## config.mk

```make
export PLATFORM = sky130hd
export DESIGN_NAME = led_pulse_pio_flat
export DESIGN_NICKNAME = d
export VERILOG_FILES = /design/src/rtl/led_pulse_pio_if.sv /design/src/rtl/led_pulse_pio.sv /design/src/flat_wrapper.sv
export SDC_FILE = /design/constraint.sdc
export NUM_CORES = 1
export LEC_CHECK = 0
export ABC_AREA = 1
export BUFFER_PORTS_ARGS = -buffer_cell sky130_fd_sc_hd__buf_2
export CAP_MARGIN = 25
export CORE_MARGIN = 1
export CORE_UTILIZATION = 45
export CTS_CLUSTER_DIAMETER = 40
export DETAILED_ROUTE_END_ITERATION = 10
export GPL_TIMING_DRIVEN = 0
export PLACE_DENSITY = 0.7
export SETUP_SLACK_MARGIN = 0.15
export SYNTH_ARGS = -nofsm -noshare
export SYNTH_HDL_FRONTEND = slang
export SYNTH_SLANG_ARGS = --single-unit
export TNS_END_PERCENT = 100
```

## constraint.sdc

```tcl
create_clock -name clk -period 2.65 [get_ports clk]
set_input_delay 0.265 -clock clk [delete_from_list [all_inputs] [get_ports clk]]
set_output_delay 0.265 -clock clk [all_outputs]
set_load 0.02 [all_outputs]
```

## src/rtl/led_pulse_pio_if.sv

```systemverilog
// Avalon-MM slave bus bundle for led_pulse_pio.
// Handshake: a write is accepted on any rising edge where chipselect=1 and
// write_n=0 (no wait states, never back-pressured); reads need no strobe and
// readdata reflects the address presented before the previous edge.
interface led_pulse_pio_if;
  logic [2:0]  address;
  logic        chipselect;
  logic        write_n;
  logic [31:0] writedata;
  logic [31:0] readdata;

  modport master (
    output address,
    output chipselect,
    output write_n,
    output writedata,
    input  readdata
  );

  modport slave (
    input  address,
    input  chipselect,
    input  write_n,
    input  writedata,
    output readdata
  );
endinterface

```

## src/rtl/led_pulse_pio.sv

```systemverilog
// Avalon-MM output PIO with set/clear aliases, a one-shot bit-inversion pulse
// engine and a sticky, maskable completion interrupt.
module led_pulse_pio #(
  parameter int          WIDTH       = 10,
  parameter int          LEN_W       = 16,
  parameter logic [31:0] RESET_VALUE = 32'd0
) (
  input  logic              clk,
  input  logic              reset,
  led_pulse_pio_if.slave    bus,
  output logic [WIDTH-1:0]  out_port,
  output logic              irq,
  output logic              o_dbg_state
);

  localparam logic [WIDTH-1:0] L_RST_DATA = RESET_VALUE[WIDTH-1:0];

  typedef enum logic {
    S_IDLE   = 1'b0,
    S_ACTIVE = 1'b1
  } state_t;

  state_t             r_state;
  state_t             w_state_next;
  logic [WIDTH-1:0]   r_data;
  logic [WIDTH-1:0]   r_pmask;
  logic [LEN_W-1:0]   r_cnt;
  logic [LEN_W-1:0]   r_plen;
  logic               r_done;
  logic               r_ie;
  logic [31:0]        r_readdata;

  logic               w_wr;
  logic [WIDTH-1:0]   w_wmask;
  logic               w_pulse_go;
  logic               w_pulse_zero;
  logic               w_abort;
  logic               w_clr_done;
  logic               w_complete;
  logic               w_busy;
  logic [31:0]        w_rd_mux;

  // Decode the bus write into the individual register actions.
  always_comb begin
    w_wr         = bus.chipselect && !bus.write_n;
    w_wmask      = bus.writedata[WIDTH-1:0];
    w_pulse_go   = w_wr && (bus.address == 3'd2) && (w_wmask != '0) && (r_plen != '0);
    w_pulse_zero = w_wr && (bus.address == 3'd2) && (w_wmask != '0) && (r_plen == '0);
    w_abort      = w_wr && (bus.address == 3'd3) && bus.writedata[0];
    w_clr_done   = w_wr && (bus.address == 3'd3) && bus.writedata[1];
  end

  // Pulse engine state register.
  always_ff @(posedge clk) begin
    if (reset) r_state <= S_IDLE;
    else       r_state <= w_state_next;
  end

  // Pulse engine next state; a retrigger beats completion, completion beats abort.
  always_comb begin
    w_state_next = r_state;
    w_complete   = 1'b0;
    case (r_state)
      S_IDLE: begin
        if (w_pulse_go) w_state_next = S_ACTIVE;
      end
      S_ACTIVE: begin
        if (w_pulse_go) begin
          w_state_next = S_ACTIVE;
        end else if (r_cnt == LEN_W'(1)) begin
          w_state_next = S_IDLE;
          w_complete   = 1'b1;
        end else if (w_abort) begin
          w_state_next = S_IDLE;
        end
      end
      default: w_state_next = S_IDLE;
    endcase
  end

  assign w_busy      = (r_state == S_ACTIVE);
  assign o_dbg_state = w_busy;

  // Pulse mask and cycle counter.
  always_ff @(posedge clk) begin
    if (reset) begin
      r_pmask <= '0;
      r_cnt   <= '0;
    end else if (w_pulse_go) begin
      r_pmask <= w_wmask;
      r_cnt   <= r_plen;
    end else if (w_complete || w_abort) begin
      r_pmask <= '0;
      r_cnt   <= '0;
    end else if (w_busy) begin
      r_cnt   <= r_cnt - LEN_W'(1);
    end
  end

  // Sticky done flag; completion wins over a software clear on the same edge.
  always_ff @(posedge clk) begin
    if (reset)                          r_done <= 1'b0;
    else if (w_complete || w_pulse_zero) r_done <= 1'b1;
    else if (w_clr_done)                r_done <= 1'b0;
  end

  // Software-visible data, pulse length and interrupt enable registers.
  always_ff @(posedge clk) begin
    if (reset) begin
      r_data <= L_RST_DATA;
      r_plen <= '0;
      r_ie   <= 1'b0;
    end else if (w_wr) begin
      case (bus.address)
        3'd0: r_data <= w_wmask;
        3'd1: r_plen <= bus.writedata[LEN_W-1:0];
        3'd4: r_data <= r_data | w_wmask;
        3'd5: r_data <= r_data & ~w_wmask;
        3'd6: r_ie   <= bus.writedata[0];
        default: ;
      endcase
    end
  end

  // Read mux, zero-extended; write-only and unmapped addresses read 0.
  always_comb begin
    w_rd_mux = 32'd0;
    case (bus.address)
      3'd0: w_rd_mux = 32'(r_data);
      3'd1: w_rd_mux = 32'(r_plen);
      3'd2: w_rd_mux = 32'(r_pmask);
      3'd3: w_rd_mux = {30'd0, r_done, w_busy};
      3'd6: w_rd_mux = {31'd0, r_ie};
      default: w_rd_mux = 32'd0;
    endcase
  end

  // Registered read data, one cycle after address presentation.
  always_ff @(posedge clk) begin
    if (reset) r_readdata <= 32'd0;
    else       r_readdata <= w_rd_mux;
  end

  assign bus.readdata = r_readdata;
  assign out_port     = r_data ^ r_pmask;
  assign irq          = r_done & r_ie;

endmodule
```

## src/flat_wrapper.sv

```systemverilog
// flat-port wrapper written by rule: the top's interface ports become plain ports
module led_pulse_pio_flat 
#(
  parameter int          WIDTH       = 10,
  parameter int          LEN_W       = 16,
  parameter logic [31:0] RESET_VALUE = 32'd0
)
  (clk, reset, out_port, irq, o_dbg_state, bus_address, bus_chipselect, bus_write_n, bus_writedata, bus_readdata);
  led_pulse_pio_if bus_i ();
  input  logic clk;
  input  logic reset;
  output logic [WIDTH-1:0] out_port;
  output logic irq;
  output logic o_dbg_state;
  input wire logic [$bits(bus_i.address)-1:0] bus_address;
  input wire logic [$bits(bus_i.chipselect)-1:0] bus_chipselect;
  input wire logic [$bits(bus_i.write_n)-1:0] bus_write_n;
  input wire logic [$bits(bus_i.writedata)-1:0] bus_writedata;
  output wire logic [$bits(bus_i.readdata)-1:0] bus_readdata;
  assign bus_i.address = bus_address;
  assign bus_i.chipselect = bus_chipselect;
  assign bus_i.write_n = bus_write_n;
  assign bus_i.writedata = bus_writedata;
  assign bus_readdata = bus_i.readdata;
  led_pulse_pio #(.WIDTH(WIDTH), .LEN_W(LEN_W), .RESET_VALUE(RESET_VALUE)) u_core (.clk(clk), .reset(reset), .bus(bus_i), .out_port(out_port), .irq(irq), .o_dbg_state(o_dbg_state));
endmodule
```

* Word-level counts from Yosys, hierarchy flattened
Cells that the tools add are included.
** Word-level totals
- Bits in registers :: 87
- Latch bits :: 0
- Memory bits (writable) :: 0
- ROM bits :: 0
- Bits of input ports :: 39
- Output and inout port bits :: 44
- Word-level logic and storage cells :: 61
- Memories kept :: 0
** Cells by class
- $add $sub $neg :: 1
- $mul :: 0
- Divide/modulo/power cells :: 0
- Order comparisons :: 0
- Equality and inequality tests :: 7
- Shift operators :: 0
- Muxes and demuxes :: 17
- Bitwise logic cells :: 6
- Reduce and logical (&&, ||, !) cells :: 22
** Operators by type and width (number)
- $pmux 16 s5 :: 1
- $mux 16 :: 3
- $pmux 10 s3 :: 1
- $mux 10 :: 2
- $eq 16x1->1 const B :: 1
- $logic_not 16->1 :: 1
- $reduce_bool 16->1 :: 1
- $sub 16x1->16 const B :: 1
- $and 10x10->10 :: 1
- $not 10->10 :: 1
- $or 10x10->10 :: 1
- $reduce_bool 10->1 :: 1
- $xor 10x10->10 :: 1
- $eq 3x3->1 const B :: 3
- $mux 1 :: 9
- $logic_and 1x1->1 :: 8
- $eq 3x2->1 const B :: 2
- $reduce_and 2->1 :: 3
- $reduce_bool 3->1 :: 2
- $reduce_bool 2->1 :: 2
- $eq 3x1->1 const B :: 1
- $logic_not 3->1 :: 1
- $logic_or 1x1->1 :: 2
- $pmux 1 s2 :: 1
- 3 further kinds :: 3

* Longest topological paths before layout
- Depth after elaboration :: 10
- Depth in mapped cells :: 13
- Mapped depth without buffers :: 13

* Least setup slack after synthesis
OpenSTA, ideal clock, no wires.
- Kind :: reg2reg
- Start :: register u_core.r_cnt[1]
- End :: register u_core.r_cnt[10]
- Setup time :: 0.111 ns
- Data arrival time :: 1.324 ns
- Required time :: 2.539 ns
- Slack :: 1.214 ns
- Stages on the path, launching flop included :: 11
- Buffers on the path :: 1
- Period minus slack after synthesis :: 1.436 ns
- Cell sequence :: dfxtp_1 -> inv_1 -> ha_1 -> nand2_1 -> nor2_1 -> nand4_1 -> nand3_2 -> buf_2 -> nor2_1 -> nor2_1 -> nor2_1
** Between the ends
- Longest elaborated chain between the ends :: 7
- Elaborated cells between the ends (all ways) :: 10
- Classes of those cells :: add/sub (1); eq/ne (1); mux (6); reduce/logical (2)
** Ends and longest elaborated chain
- from (decl) :: line led_pulse_pio.sv:27 : logic [LEN_W-1:0] r_cnt;
- from (signal assigned) :: line led_pulse_pio.sv:91 : r_cnt <= r_plen;
- from (signal assigned) :: line led_pulse_pio.sv:96 : r_cnt <= r_cnt - LEN_W'(1);
- parallel branches: the longest is 7 deep, another holds $sub 16x1->16
Several ways; the timed one is not identified. The select of a mux whose other input is x is not followed.
A chain may end at the register's enable or synchronous reset.

* Worst setup path after layout
- Start :: register u_core.r_cnt[1]
- End :: register u_core.r_cnt[13]
Same word-level chain as after synthesis.

==> flow_summary.toml <==
[status]
outcome = "complete, no violations"

[routing]
drt-initial-drc-count = 230
first_pass_iters = 4
drtAntennaViolNets = 0
routed_via_density = 5.059
finalWirelength_um = 9942
vias = 3794
drc = 0
routedWlPerCell_um = 13.26

[sta]
setup_tns_ns = 0
fin_crit_ns = 1.904
finalHoldViolations = 0
worst_hold_slack_ns = 0.1391
rsz0062_at_grt = "false"
tightest_slew_ns = 0.7913
period_share = 0.7186
finalMaxSlewViolations = 0
max_freq_mhz = 525.2
fin_skew_ns = 0.01117
maxSlewHeadroom = 0.4696
final-setup-viol-count = 0

[synth]
synth-seq-area-share = 0.3790
synth_area_sq_mm = 0.003750
synthMuxAreaShare = 0
synth-xor-area-share = 0.05138
synthFlopType = "dfxtp_1"
synthTopCellsByCount = "nand2_1 (136), nor2_1 (124), dfxtp_1 (71)"
ys_types = 30
synthArstFlopShare = 0
synthSimpleGateAreaFrac = 0.3750
synth_edf_count = 0
synth-seq-cells = 71
synth_warnings = 0
synth_fa_ha_area_frac = 0.006673
synth.top_cell.area_share = 0.3790
synth_area_leader_cell = "dfxtp_1"
yosysMostFrequentCell = "nand2_1"
yosys-top-cells-area = "dfxtp_1 (38%), nand2_1 (14%), nor2_1 (12%)"
synth-compound-area-share = 0.07741
avgSynthCellArea_sq_um = 6.590
synth_cells = 569
synth_top_family_by_area = "simple AND/OR/NAND/NOR gates"

[placed_design]
place_inst = 735
hpwl_um = 7234
io_buffer_count = 49
place_area_sq_mm = 0.004179
gp_congestion = 0.8877

[finish]
final_nets = 685
antennaDiodeCount = 0
area_growth_pct = 17.25
fin_area_sq_mm = 0.004397
fin_cells = 750
final_layout_size_suffix_gt1_frac = 0.1667
fillCellCount = 805

[clocking]
ctsHoldBuffers = 0
post_cts_resized = 0
cts_tree = "yes"
clockBufferDepth = 2
clock_latency_ns = 0.36
htree_levels = 3
cts_made_buffers = 9
cts-root-buf = "clkbuf_8"
clk_pin_slew_worst_paths_ns = 0.08
post-cts-setup-buffer-count = 0
cts_sinks = 71

[critical_path]
worstSetupEndpointType = "register"
required_ns = 2.90
path_cells = "inv_1 > ha_1 > nand2_1 > nor2_1 > nand4_1 > nand3_2 > buf_2 > nor2_1 > nor2_1 > nor2_1"
crit_slowest_cell = "dfxtp_1"
arrival_ns = 2.16
cpMostUsedCell = "nor2_1"
reg2reg_depth = 10
worst_path_largest_cell_delay_ns = 0.31
cp-start-kind = "register"
crit_fanout = 10
criticalPathCategory = "reg -> reg"

[die]
start_util = 0.4754
dieArea_sq_mm = 0.008702
rows = 32
ios = 83
coreArea_sq_mm = 0.007888
chipHeight_um = 93.29
die_w_um = 93.29

[grt]
grt_overflow = 0
grt_pass1_wl_um = 16500
first_global_vias = 3560
grt.total_usage = 0.2442
grt_max_degree = 14
antenna_found_initial = 0

[power_and_ir_drop]
peakVddDrop_uv = 334.7
p_leak_nw = 2.177
power.density_mw_per_mm2 = 559.3
total_power_w = 0.002459

[worst_hold_path]
holdCritPathClass = "in -> reg"
hold-path-cell-count = 3

[run]
cap_violations = 0
flip-flops by register name, indices dropped and copies added (netlist names):
name and count:
u_core.bus.readdata 16, u_core.r_cnt 16, u_core.r_plen 16, u_core.r_data 10
u_core.r_pmask 10, u_core.o_dbg_state 1, u_core.r_done 1, u_core.r_ie 1
layer usage:
metal	up-vias	track usage	part of all wire
met1	1704	0.3069	0.44
met4	0	0.1026	0.022
met2	152	0.3977	0.47
met3	17	0.06016	0.069
met5	-	0	0
li1	1921	-	-
metrics by stage:
step | util | setup WS, ns
detailed placement | 0.5298 | 0.7941
floorplan | - | 1.214
CTS | 0.5574 | 0.7752
global placement | 0.5298 | 0.8090
global route | 0.5574 | 0.6078
finish | 0.5574 | 0.7458
final cells by class:
| type | count | area (sq um) | area share |
|---|---|---|---|
| Multi-Input combinational cell | 428 | 1974 | 0.4491 |
| Clock buffer | 9 | 123.9 | 0.02817 |
| Clock inverter | 6 | 93.84 | 0.02134 |
| Timing Repair Buffer | 49 | 245.2 | 0.05578 |
| Buffer | 42 | 249.0 | 0.05663 |
| Inverter | 43 | 161.4 | 0.03671 |
| Tap cell | 102 | 127.6 | 0.02903 |
| Sequential cell | 71 | 1421 | 0.3233 |
where the power goes:
part           total [W]  switching (W)  internal [W]
clock network   0.000975       0.000444      0.000531
registers        0.00111      0.0000209       0.00109
logic           0.000376       0.000240      0.000136
layout by cell type (no fill, tap or decap), drive strengths merged, types with 2 or more instances in the layout:
| cell type | Yosys | final |
|---|---|---|
| xor2 | 21 | 21 |
| nand3 | 33 | 33 |
| nand4 | 28 | 28 |
| nor2 | 128 | 128 |
| a21oi | 27 | 27 |
| conb | 1 | 16 |
| a31oi | 2 | 2 |
| ha | 2 | 2 |
| inv | 41 | 42 |
| nor3 | 2 | 2 |
| clkinv | 2 | 4 |
| nand2 | 138 | 138 |
| dfxtp | 71 | 71 |
| o21ai | 27 | 27 |
| buf | 29 | 78 |
| bufinv | 0 | 2 |
| clkbuf | 13 | 22 |
critical path, delay by kind of cell (launching register included):
family / cells / cell delay, ns
simple gates: 7 / 0.95
fa+ha+maj: 1 / 0.18
buf+inv: 2 / 0.35
flops: 1 / 0.31
cell families after synthesis:
family          Yosys count
fa+ha+maj                 2
buf+inv                  85
xor+xnor                 22
flops                    71
other cells               1
compound gates           57
simple gates            331
path summary, 6_finish.rpt:
kind,start,endpoint,slack (ns)
hold / removal,bus_writedata[14],u_core.r_plen[14],0.14
setup reg to reg,u_core.r_cnt[1],u_core.r_cnt[13],0.75
hold reg to reg,u_core.r_ie,u_core.r_ie,0.48
setup / recovery,u_core.r_cnt[1],u_core.r_cnt[13],0.75
Power figures use the tool's default switching activity.
